$ cat config.mk
export PLATFORM = sky130hd
export DESIGN_NAME = ir_line_sensor_filter
export DESIGN_NICKNAME = d
export VERILOG_FILES = /design/src/rtl/ir_line_sensor_filter_pkg.sv /design/src/rtl/ir_line_sensor_filter_debounce_ch.sv /design/src/rtl/ir_line_sensor_filter.sv
export SDC_FILE = /design/constraint.sdc
export NUM_CORES = 1
export LEC_CHECK = 0
export CORE_ASPECT_RATIO = 0.9
export CORE_MARGIN = 4
export CORE_UTILIZATION = 61
export CTS_BUF_LIST = sky130_fd_sc_hd__clkbuf_4 sky130_fd_sc_hd__clkbuf_8 sky130_fd_sc_hd__clkbuf_16
export DETAILED_ROUTE_END_ITERATION = 10
export MAX_ROUTING_LAYER = met4
export PLACE_DENSITY_LB_ADDON = 0.1
export RECOVER_POWER = 25
export SLEW_MARGIN = 20
export SYNTH_ARGS = -nofsm -noshare
export SYNTH_HDL_FRONTEND = slang
export SYNTH_SLANG_ARGS = --single-unit
$ cat constraint.sdc
create_clock -name clk -period 4.55 [get_ports clk]
set_input_delay 0.455 -clock clk [delete_from_list [all_inputs] [get_ports clk]]
set_output_delay 0.455 -clock clk [all_outputs]
set_load 0.05 [all_outputs]
$ cat src/rtl/ir_line_sensor_filter_pkg.sv
// Shared constants for the infrared line-sensor array.
//   IR_N_CH              number of physical sensor channels on the board
//   IR_R .. IR_L         channel index constants, bit 0 = rightmost sensor
//   IR_DEBOUNCE_DEFAULT  default persistence count (10 us at a 100 MHz clk)
package ir_line_sensor_filter_pkg;

  localparam int IR_N_CH = 5;

  localparam int IR_R  = 0;
  localparam int IR_RC = 1;
  localparam int IR_C  = 2;
  localparam int IR_LC = 3;
  localparam int IR_L  = 4;

  localparam int IR_DEBOUNCE_DEFAULT = 1000;

endpackage

$ cat src/rtl/ir_line_sensor_filter_debounce_ch.sv
// One sensor channel: synchroniser chain, optional polarity inversion and a
// persistence-count debouncer.
//   clk      system clock
//   rst_n    asynchronous active-low reset
//   raw      raw asynchronous pad input
//   dir      debounced, polarity-corrected level
//   changed  one-cycle pulse in the first cycle dir shows a new value
module ir_debounce_ch #(
  parameter int SYNC_STAGES  = 2,
  parameter int DEBOUNCE_CYC = 1000,
  parameter bit ACTIVE_LOW   = 1'b0
) (
  input  logic clk,
  input  logic rst_n,
  input  logic raw,
  output logic dir,
  output logic changed
);

  localparam int CNT_W = $clog2(DEBOUNCE_CYC + 1);
  localparam logic [CNT_W-1:0] CNT_LAST = CNT_W'(DEBOUNCE_CYC - 1);

  logic [SYNC_STAGES-1:0] sync_q, sync_d;
  logic [CNT_W-1:0]       cnt_q, cnt_d;
  logic                   dir_q, dir_d;
  logic                   changed_q, changed_d;
  logic                   smp;

  // NOTE: every signal written here gets a default first, so no latch is inferred.
  always_comb begin
    sync_d    = {sync_q[SYNC_STAGES-2:0], raw ^ ACTIVE_LOW};
    smp       = sync_q[SYNC_STAGES-1];
    cnt_d     = '0;
    dir_d     = dir_q;
    changed_d = 1'b0;
    // A sample equal to dir leaves cnt_d at 0, which also discards the
    // progress of any glitch that returned before the threshold.
    if (smp != dir_q) begin
      if (cnt_q == CNT_LAST) begin
        dir_d     = smp;
        changed_d = 1'b1;
      end else begin
        cnt_d = cnt_q + CNT_W'(1);
      end
    end
  end

  // NOTE: sequential state uses non-blocking assignments so every flop samples
  // pre-edge values; the synchroniser flops are reset as well, so a pad level
  // held during reset cannot leak into dir right after release.
  always_ff @(posedge clk or negedge rst_n) begin
    if (!rst_n) begin
      sync_q    <= '0;
      cnt_q     <= '0;
      dir_q     <= 1'b0;
      changed_q <= 1'b0;
    end else begin
      sync_q    <= sync_d;
      cnt_q     <= cnt_d;
      dir_q     <= dir_d;
      changed_q <= changed_d;
    end
  end

  assign dir     = dir_q;
  assign changed = changed_q;

endmodule

$ cat src/rtl/ir_line_sensor_filter.sv
// Infrared line-sensor conditioning: per-channel sync + debounce, derived line
// status and a maskable sticky change interrupt.
//   clk        system clock
//   rst_n      asynchronous active-low reset
//   s_raw      raw sensor pads (asynchronous), bit 0 = rightmost
//   irq_mask   per-channel interrupt enable
//   irq_clr    one-cycle pulse clearing irq_pend
//   dir        debounced, polarity-corrected sensor state
//   changed    one-cycle pulse per channel whose dir bit updated
//   n_active   number of set dir bits
//   line_lost  no sensor sees the line
//   crossing   every sensor sees the line
//   irq_pend   sticky masked change flags
//   irq        any pending flag
module ir_line_sensor_filter
  import ir_line_sensor_filter_pkg::*;
#(
  parameter int N_CH         = IR_N_CH,
  parameter int SYNC_STAGES  = 2,
  parameter int DEBOUNCE_CYC = IR_DEBOUNCE_DEFAULT,
  parameter bit ACTIVE_LOW   = 1'b0
) (
  input  logic                      clk,
  input  logic                      rst_n,
  input  logic [N_CH-1:0]           s_raw,
  input  logic [N_CH-1:0]           irq_mask,
  input  logic                      irq_clr,
  output logic [N_CH-1:0]           dir,
  output logic [N_CH-1:0]           changed,
  output logic [$clog2(N_CH+1)-1:0] n_active,
  output logic                      line_lost,
  output logic                      crossing,
  output logic [N_CH-1:0]           irq_pend,
  output logic                      irq
);

  localparam int NA_W = $clog2(N_CH + 1);

  logic [N_CH-1:0] irq_pend_q, irq_pend_d;

  for (genvar i = 0; i < N_CH; i++) begin : g_ch
    ir_debounce_ch #(
      .SYNC_STAGES  (SYNC_STAGES),
      .DEBOUNCE_CYC (DEBOUNCE_CYC),
      .ACTIVE_LOW   (ACTIVE_LOW)
    ) u_ch (
      .clk     (clk),
      .rst_n   (rst_n),
      .raw     (s_raw[i]),
      .dir     (dir[i]),
      .changed (changed[i])
    );
  end

  always_comb begin
    n_active = '0;
    for (int i = 0; i < N_CH; i++) begin
      n_active = n_active + NA_W'(dir[i]);
    end
  end

  assign line_lost = (dir == '0);
  assign crossing  = &dir;

  // Clear first, then OR in new events, so a change wins over a same-cycle
  // clear. The mask gates only new events; existing pending bits are kept.
  always_comb begin
    irq_pend_d = irq_pend_q;
    if (irq_clr) begin
      irq_pend_d = '0;
    end
    irq_pend_d = irq_pend_d | (changed & irq_mask);
  end

  always_ff @(posedge clk or negedge rst_n) begin
    if (!rst_n) begin
      irq_pend_q <= '0;
    end else begin
      irq_pend_q <= irq_pend_d;
    end
  end

  assign irq_pend = irq_pend_q;
  assign irq      = |irq_pend_q;

endmodule

# Yosys cells after proc, flatten, opt, wreduce, memory -nomap -nowiden
# Index checks and enable logic that the tools add are counted.
[word_totals] wordCells=71 inputBits=13 regBits=75 out_inout_bits=21
[classes] add_sub_neg=9 muxes=21 eq_ne=10 reduce_logical=8 bitwise_logic=2
[ops] op="two-way mux 10 bit" count=10
[ops] op="adder 10 x 1 -> 10 bit (second input constant)" count=5
[ops] op="== test 10 bit (second input constant)" count=5
[ops] op="two-way mux 1 bit" count=10
[ops] op="AND reduction 2 bit" count=5
[ops] op="adder 3 x 1 -> 3 bit" count=2
[ops] op="AND 5 bit" count=1
[ops] op="logical NOT 5 bit" count=1
[ops] op="two-way mux 5 bit" count=1
[ops] op="inequality test 1 bit" count=5
[ops] op="bitwise OR 5 bit" count=1
[ops] op="AND reduction 5 bit" count=1
[ops] op="OR reduction 5 bit" count=1
[ops] op="adder 2 x 1 -> 3 bit" count=1
[ops] op="adder 1 x 1 -> 2 bit" count=1

# Depth between registers and ports, before layout
[logic_depth] word_depth=4 mapped_depth=6 depth_no_buf=5

# Modules after synthesis
# Synthesis repeated with hierarchy kept, for this count alone.
[unflattened] hier_cells=321 hier_area_um2=3522.1
[modules_own_cells] module="ir_debounce_ch" seq_area_each_um2=350.3 cells_per_inst=58 n_inst=5 area_each_um2=643.1
[modules_own_cells] module="ir_line_sensor_filter" seq_area_each_um2=125.1 cells_per_inst=31 n_inst=1 area_each_um2=306.5

# Worst setup path after synthesis
# Ideal clock, no wire load.
[synth_path] kind="flip-flop to output port" from="reg g_ch[0].u_ch.dir_q" to="out line_lost" path_stages_with_launch=4 required_ns=4.095 setup_slack_ns=1.845 n_path_buf=0 arrival_time_ns=2.250 path_cell_list="dfrtp_1 inv_1 ha_1 nor4b_1"
[synth_between] elab_chain_len=1
[synth_rtl] element="start, declared" line_no="ir_line_sensor_filter_debounce_ch.sv:25" text="logic dir_q, dir_d;"
[synth_rtl] element="start signal, assigned" line_no="ir_line_sensor_filter_debounce_ch.sv:60" text="dir_q <= dir_d;"
[synth_rtl] element="logical NOT 5 bit" line_no="ir_line_sensor_filter.sv:62" text="assign line_lost = (dir == '0);"
[synth_rtl] element="end, declared" line_no="ir_line_sensor_filter.sv:31" text="output logic line_lost,"
# No other way between the ends.

# Worst setup path in the final report
[layout_path] from="reg g_ch[0].u_ch.dir_q" to="out n_active[1]"
[layout_between] elab_chain_len=4
[layout_rtl] element="adder 1 x 1 -> 2 bit" line_no="ir_line_sensor_filter.sv:58" text="n_active = n_active + NA_W'(dir[i]);"
[layout_rtl] element="adder 2 x 1 -> 3 bit" line_no="ir_line_sensor_filter.sv:58"
[layout_rtl] element="adder 3 x 1 -> 3 bit (2 in series)" line_no="ir_line_sensor_filter.sv:58"
[layout_rtl] element="end, declared" line_no="ir_line_sensor_filter.sv:30" text="output logic [$clog2(N_CH+1)-1:0] n_active,"
# No other way between the ends.

==> report_table.html <==
<table>
<tr><th>Metric</th><th>Value</th></tr>
<tr><th colspan="2">Die</th></tr>
<tr><td>Placeable core area</td><td>5380 um2</td></tr>
<tr><td>Die Span X</td><td>87.5 um</td></tr>
<tr><td>Effective utilization at floorplan</td><td>64.4%</td></tr>
<tr><td>Number of top-level pins</td><td>34</td></tr>
<tr><td>Rows</td><td>25</td></tr>
<tr><td>Chip height</td><td>79.5 um</td></tr>
<tr><td>Full die area</td><td>6960 um2</td></tr>
<tr><th colspan="2">GRT</th></tr>
<tr><td>First-pass GRT wire length</td><td>10.8 mm</td></tr>
<tr><td>Largest net degree at the start of global routing</td><td>76</td></tr>
<tr><td>Antenna violations before repair</td><td>0</td></tr>
<tr><td>GRT Overall Usage</td><td>20.7%</td></tr>
<tr><td>Via count of the first global-routing pass</td><td>2388</td></tr>
<tr><td>Total congestion overflow</td><td>0</td></tr>
<tr><th colspan="2">Synth</th></tr>
<tr><td>Post-synth cell types</td><td>38</td></tr>
<tr><td>Mapped Nets</td><td>349</td></tr>
<tr><td>Cell area after synthesis</td><td>3470 um2</td></tr>
<tr><td>Number of synthesized flops with an enable pin</td><td>0</td></tr>
<tr><td>Cell count after synthesis</td><td>326</td></tr>
<tr><td>Most used flip-flop cell after synthesis</td><td>dfrtp_1</td></tr>
<tr><td>Share of synthesized registers carrying an async set or reset</td><td>100%</td></tr>
<tr><td>Synth warn</td><td>0</td></tr>
<tr><td>Post-synthesis sequential area ratio</td><td>54.1%</td></tr>
<tr><td>Syn Area/Cell</td><td>10.6 um2</td></tr>
<tr><td>#FFs+latches synth</td><td>75</td></tr>
<tr><th colspan="2">Timing</th></tr>
<tr><td>Max frequency</td><td>292 MHz</td></tr>
<tr><td>Max Slew Vio Count</td><td>76</td></tr>
<tr><td>Final period demand of the worst path</td><td>3420 ps</td></tr>
<tr><td>Worst hold slack</td><td>352 ps</td></tr>
<tr><td>RSZ-0062 raised after global routing</td><td>no</td></tr>
<tr><td>Worst clock skew</td><td>7.27 ps</td></tr>
<tr><td>Actual slew at the worst max-slew pin</td><td>1760 ps</td></tr>
<tr><td>Worst rel slew slack</td><td>-17.6%</td></tr>
<tr><td>Setup tns final</td><td>0 ps</td></tr>
<tr><td>Final setup violating endpoints</td><td>0</td></tr>
<tr><td>Final hold violations</td><td>0</td></tr>
<tr><td>Share of the clock period used by the worst path after layout</td><td>75.2%</td></tr>
<tr><th colspan="2">Finish</th></tr>
<tr><td>Count of inserted antenna diode cells</td><td>0</td></tr>
<tr><td>Total area of multi-input combinational cells</td><td>1420 um2</td></tr>
<tr><td>Number of filler instances in the final layout</td><td>392</td></tr>
<tr><td>Area added between synthesis and finish</td><td>14.3%</td></tr>
<tr><td>Post-Layout Inst Area</td><td>3960 um2</td></tr>
<tr><td>Fraction of layout cells with a size suffix above 1</td><td>8.29%</td></tr>
<tr><td>Final net count</td><td>380</td></tr>
<tr><td>Storage cell area</td><td>1880 um2</td></tr>
<tr><td>Finished Layout Cells</td><td>429</td></tr>
<tr><th colspan="2">Clock tree</th></tr>
<tr><td>TritonCTS clock tree</td><td>done</td></tr>
<tr><td>Clk Tree Root Cell</td><td>clkbuf_8</td></tr>
<tr><td>Buffer levels on the longest clock path</td><td>2</td></tr>
<tr><td>Clock Sink Count</td><td>75</td></tr>
<tr><td>Number of H-tree branching levels</td><td>3</td></tr>
<tr><td>Clock slew at reported path FFs</td><td>70 ps</td></tr>
<tr><td>Number of post-CTS setup repair buffers</td><td>0</td></tr>
<tr><td>Worst-skew pair later-pin latency</td><td>340 ps</td></tr>
<tr><td>TritonCTS buffer count</td><td>9</td></tr>
<tr><td>Resized Gates After CTS</td><td>0</td></tr>
<tr><td>Quantity of hold-fixing buffers added after cts</td><td>0</td></tr>
<tr><th colspan="2">Run status</th></tr>
<tr><td>Violated checks</td><td>capacitance limit, slew limit</td></tr>
<tr><td>Status</td><td>finished with violations</td></tr>
<tr><th colspan="2">Setup path</th></tr>
<tr><td>Startpoint types</td><td>flip-flop</td></tr>
<tr><td>Startpoint of the lowest-slack register-to-register path</td><td>g_ch[2].u_ch.cnt_q[0]</td></tr>
<tr><td>Biggest fanout along the worst timing path</td><td>5</td></tr>
<tr><td>Path type of the worst setup path</td><td>reg -&gt; out</td></tr>
<tr><td>Crit path required time</td><td>4090 ps</td></tr>
<tr><td>Start point of the critical path</td><td>g_ch[0].u_ch.dir</td></tr>
<tr><td>Crit path DAT</td><td>2970 ps</td></tr>
<tr><td>Category of the worst setup path capture point</td><td>output pin</td></tr>
<tr><td>R2r setup slk</td><td>2660 ps</td></tr>
<tr><th colspan="2">Pwr</th></tr>
<tr><td>Cell area power density</td><td>307 nW/um2</td></tr>
<tr><td>Max VDD drop</td><td>0.243 mV</td></tr>
<tr><td>Static leakage</td><td>1.69 nW</td></tr>
<tr><th colspan="2">Flow run</th></tr>
<tr><td>Maxcap violations</td><td>1</td></tr>
<tr><th colspan="2">Route</th></tr>
<tr><td>Initial DRT Pass Iterations</td><td>4</td></tr>
<tr><td>DR DRC count</td><td>0</td></tr>
<tr><td>Iter 0 DRT Violations</td><td>115</td></tr>
<tr><td>Vias</td><td>2358</td></tr>
<tr><td>Detail-routed via count per cell</td><td>5.50</td></tr>
<tr><td>Antenna Violating Nets Remaining</td><td>0</td></tr>
<tr><td>Total wire length after detailed routing</td><td>6.09 mm</td></tr>
<tr><td>Drt wl/cell</td><td>14.2 um</td></tr>
<tr><th colspan="2">Hold path</th></tr>
<tr><td>Hold Startpoint</td><td>g_ch[2].u_ch.sync_q[0]</td></tr>
<tr><td>Class of the most critical hold timing path</td><td>reg -&gt; reg</td></tr>
<tr><th colspan="2">Place</th></tr>
<tr><td>Dpl cell area</td><td>3780 um2</td></tr>
<tr><td>IO buf count</td><td>33</td></tr>
<tr><td>Final Wtd Congestion</td><td>0.814</td></tr>
<tr><td>Inst Count DP</td><td>413</td></tr>
<tr><td>Half-perimeter wire length after placement</td><td>4.35 mm</td></tr>
</table>
Yosys cell counts (2+ instances only):
library cell / instances / area, um2
dfrtp_1: 75 / 1880
nor2_1: 42 / 158
nand3_1: 30 / 150
inv_1: 19 / 71.3
nand2_1: 18 / 67.6
xor2_1: 17 / 149
xnor2_1: 15 / 131
a31oi_1: 10 / 62.6
buf_4: 10 / 75.1
nand4_1: 10 / 62.6
or3_1: 9 / 56.3
ha_1: 8 / 100
nor3_1: 8 / 40.0
a21oi_1: 6 / 30.0
mux2_2: 5 / 56.3
nand2b_1: 5 / 31.3
o21ai_0: 5 / 25.0
and3_1: 4 / 25.0
o211ai_1: 3 / 22.5
or3b_1: 3 / 26.3
and3_2: 2 / 15.0
and4_1: 2 / 17.5
buf_2: 2 / 10.0
fa_1: 2 / 40.0
nand3b_1: 2 / 15.0
o21bai_2: 2 / 22.5
critical path, stage by stage, from the launching register on:
cell	delay (ps)
dfrtp_1	430
inv_1	110
fa_1	550
inv_1	50
fa_1	400
ha_1	290
clkdlybuf4s50_1	790
final timing paths:
path                                           to  depth (start not counted)
max reg2reg                      g_ch[2].u_ch.dir                          5
min in group asynchronous   g_ch[0].u_ch.cnt_q[5]                          1
min                        g_ch[2].u_ch.sync_q[1]                          0
min reg2reg                g_ch[2].u_ch.sync_q[1]                          0
max                                   n_active[1]                          6
max in group asynchronous   g_ch[2].u_ch.cnt_q[3]                          1
final cells by class:
cell class | count | share of cell area, %
inverter | 19 | 1.80
timing repair buffer | 33 | 8.21
sequential | 75 | 47.3
clock inverter | 2 | 0.253
tap | 67 | 2.11
clock buffer | 14 | 4.39
multi-input combinational | 219 | 35.9
metrics by stage:
stage                     worst slack (ps)  util, %  power [W]
after detailed placement              1490     70.3   0.000766
after CTS                             1110     73.7    0.00123
after global routing                  1010     73.7    0.00128
final                                 1130     73.7    0.00122
after floorplan                       1840        -   0.000734
after global placement                1550     70.3   0.000764
state kept, by name, indices dropped and copies added, names as in the netlist:
| signal | cells |
|---|---|
| g_ch.u_ch.cnt_q | 50 |
| irq_pend | 5 |
| g_ch.u_ch.dir | 5 |
| g_ch.u_ch.sync_q | 10 |
| g_ch.u_ch.changed | 5 |
per-layer routing:
| metal | track usage (%) | up-vias | part of all wire [%] |
|---|---|---|---|
| met5 | - | - | 0 |
| met1 | 26.3 | 1127 | 46 |
| li1 | - | 1169 | - |
| met3 | 5.68 | 10 | 4.8 |
| met2 | 31.5 | 52 | 47 |
| met4 | 8.59 | 0 | 2.0 |
report_power, final:
part | switching (W) | total (W) | internal, W | leakage [nW]
logic | 0.0000312 | 0.0000533 | 0.0000220 | 0.576
registers | 0.0000154 | 0.000697 | 0.000682 | 1.01
clock network | 0.000224 | 0.000468 | 0.000245 | 0.101
cells in the final DEF, fill, tap and decap left out, types with 2 or more instances in the layout:
cell             netlist  routed
o21ai_0                5       5
dlygate4sd3_1          0       6
or3_1                  9       9
ha_1                   8       8
clkdlybuf4s50_1        0      26
nor3_1                 8       8
nand2b_1               5       5
or3b_1                 3       3
a21oi_1                6       6
and3_1                 4       4
and3_2                 2       2
nand3b_1               2       2
fa_1                   2       2
xor2_1                17      17
o21bai_2               2       2
dfrtp_1               75      75
inv_1                 19      19
clkbuf_4               0       3
o211ai_1               3       3
nor2_1                42      42
a31oi_1               10      10
nand2_1               18      18
clkinv_2               0       2
mux2_2                 5       5
and4_1                 2       2
nand3_1               30      30
clkbuf_8               0      11
nand4_1               10      10
xnor2_1               15      15
logic make-up (layout without fill, tap and decap cells):
family,after synthesis,after routing,synth area share (%)
xor+xnor,32,32,8.08
fa+ha+maj,10,10,4.04
simple gates,142,142,21.3
compound gates,30,30,5.95
buf+inv,32,68,4.84
mux,5,5,1.62
flops,75,75,54.1
(Power assumes the default switching activity.)
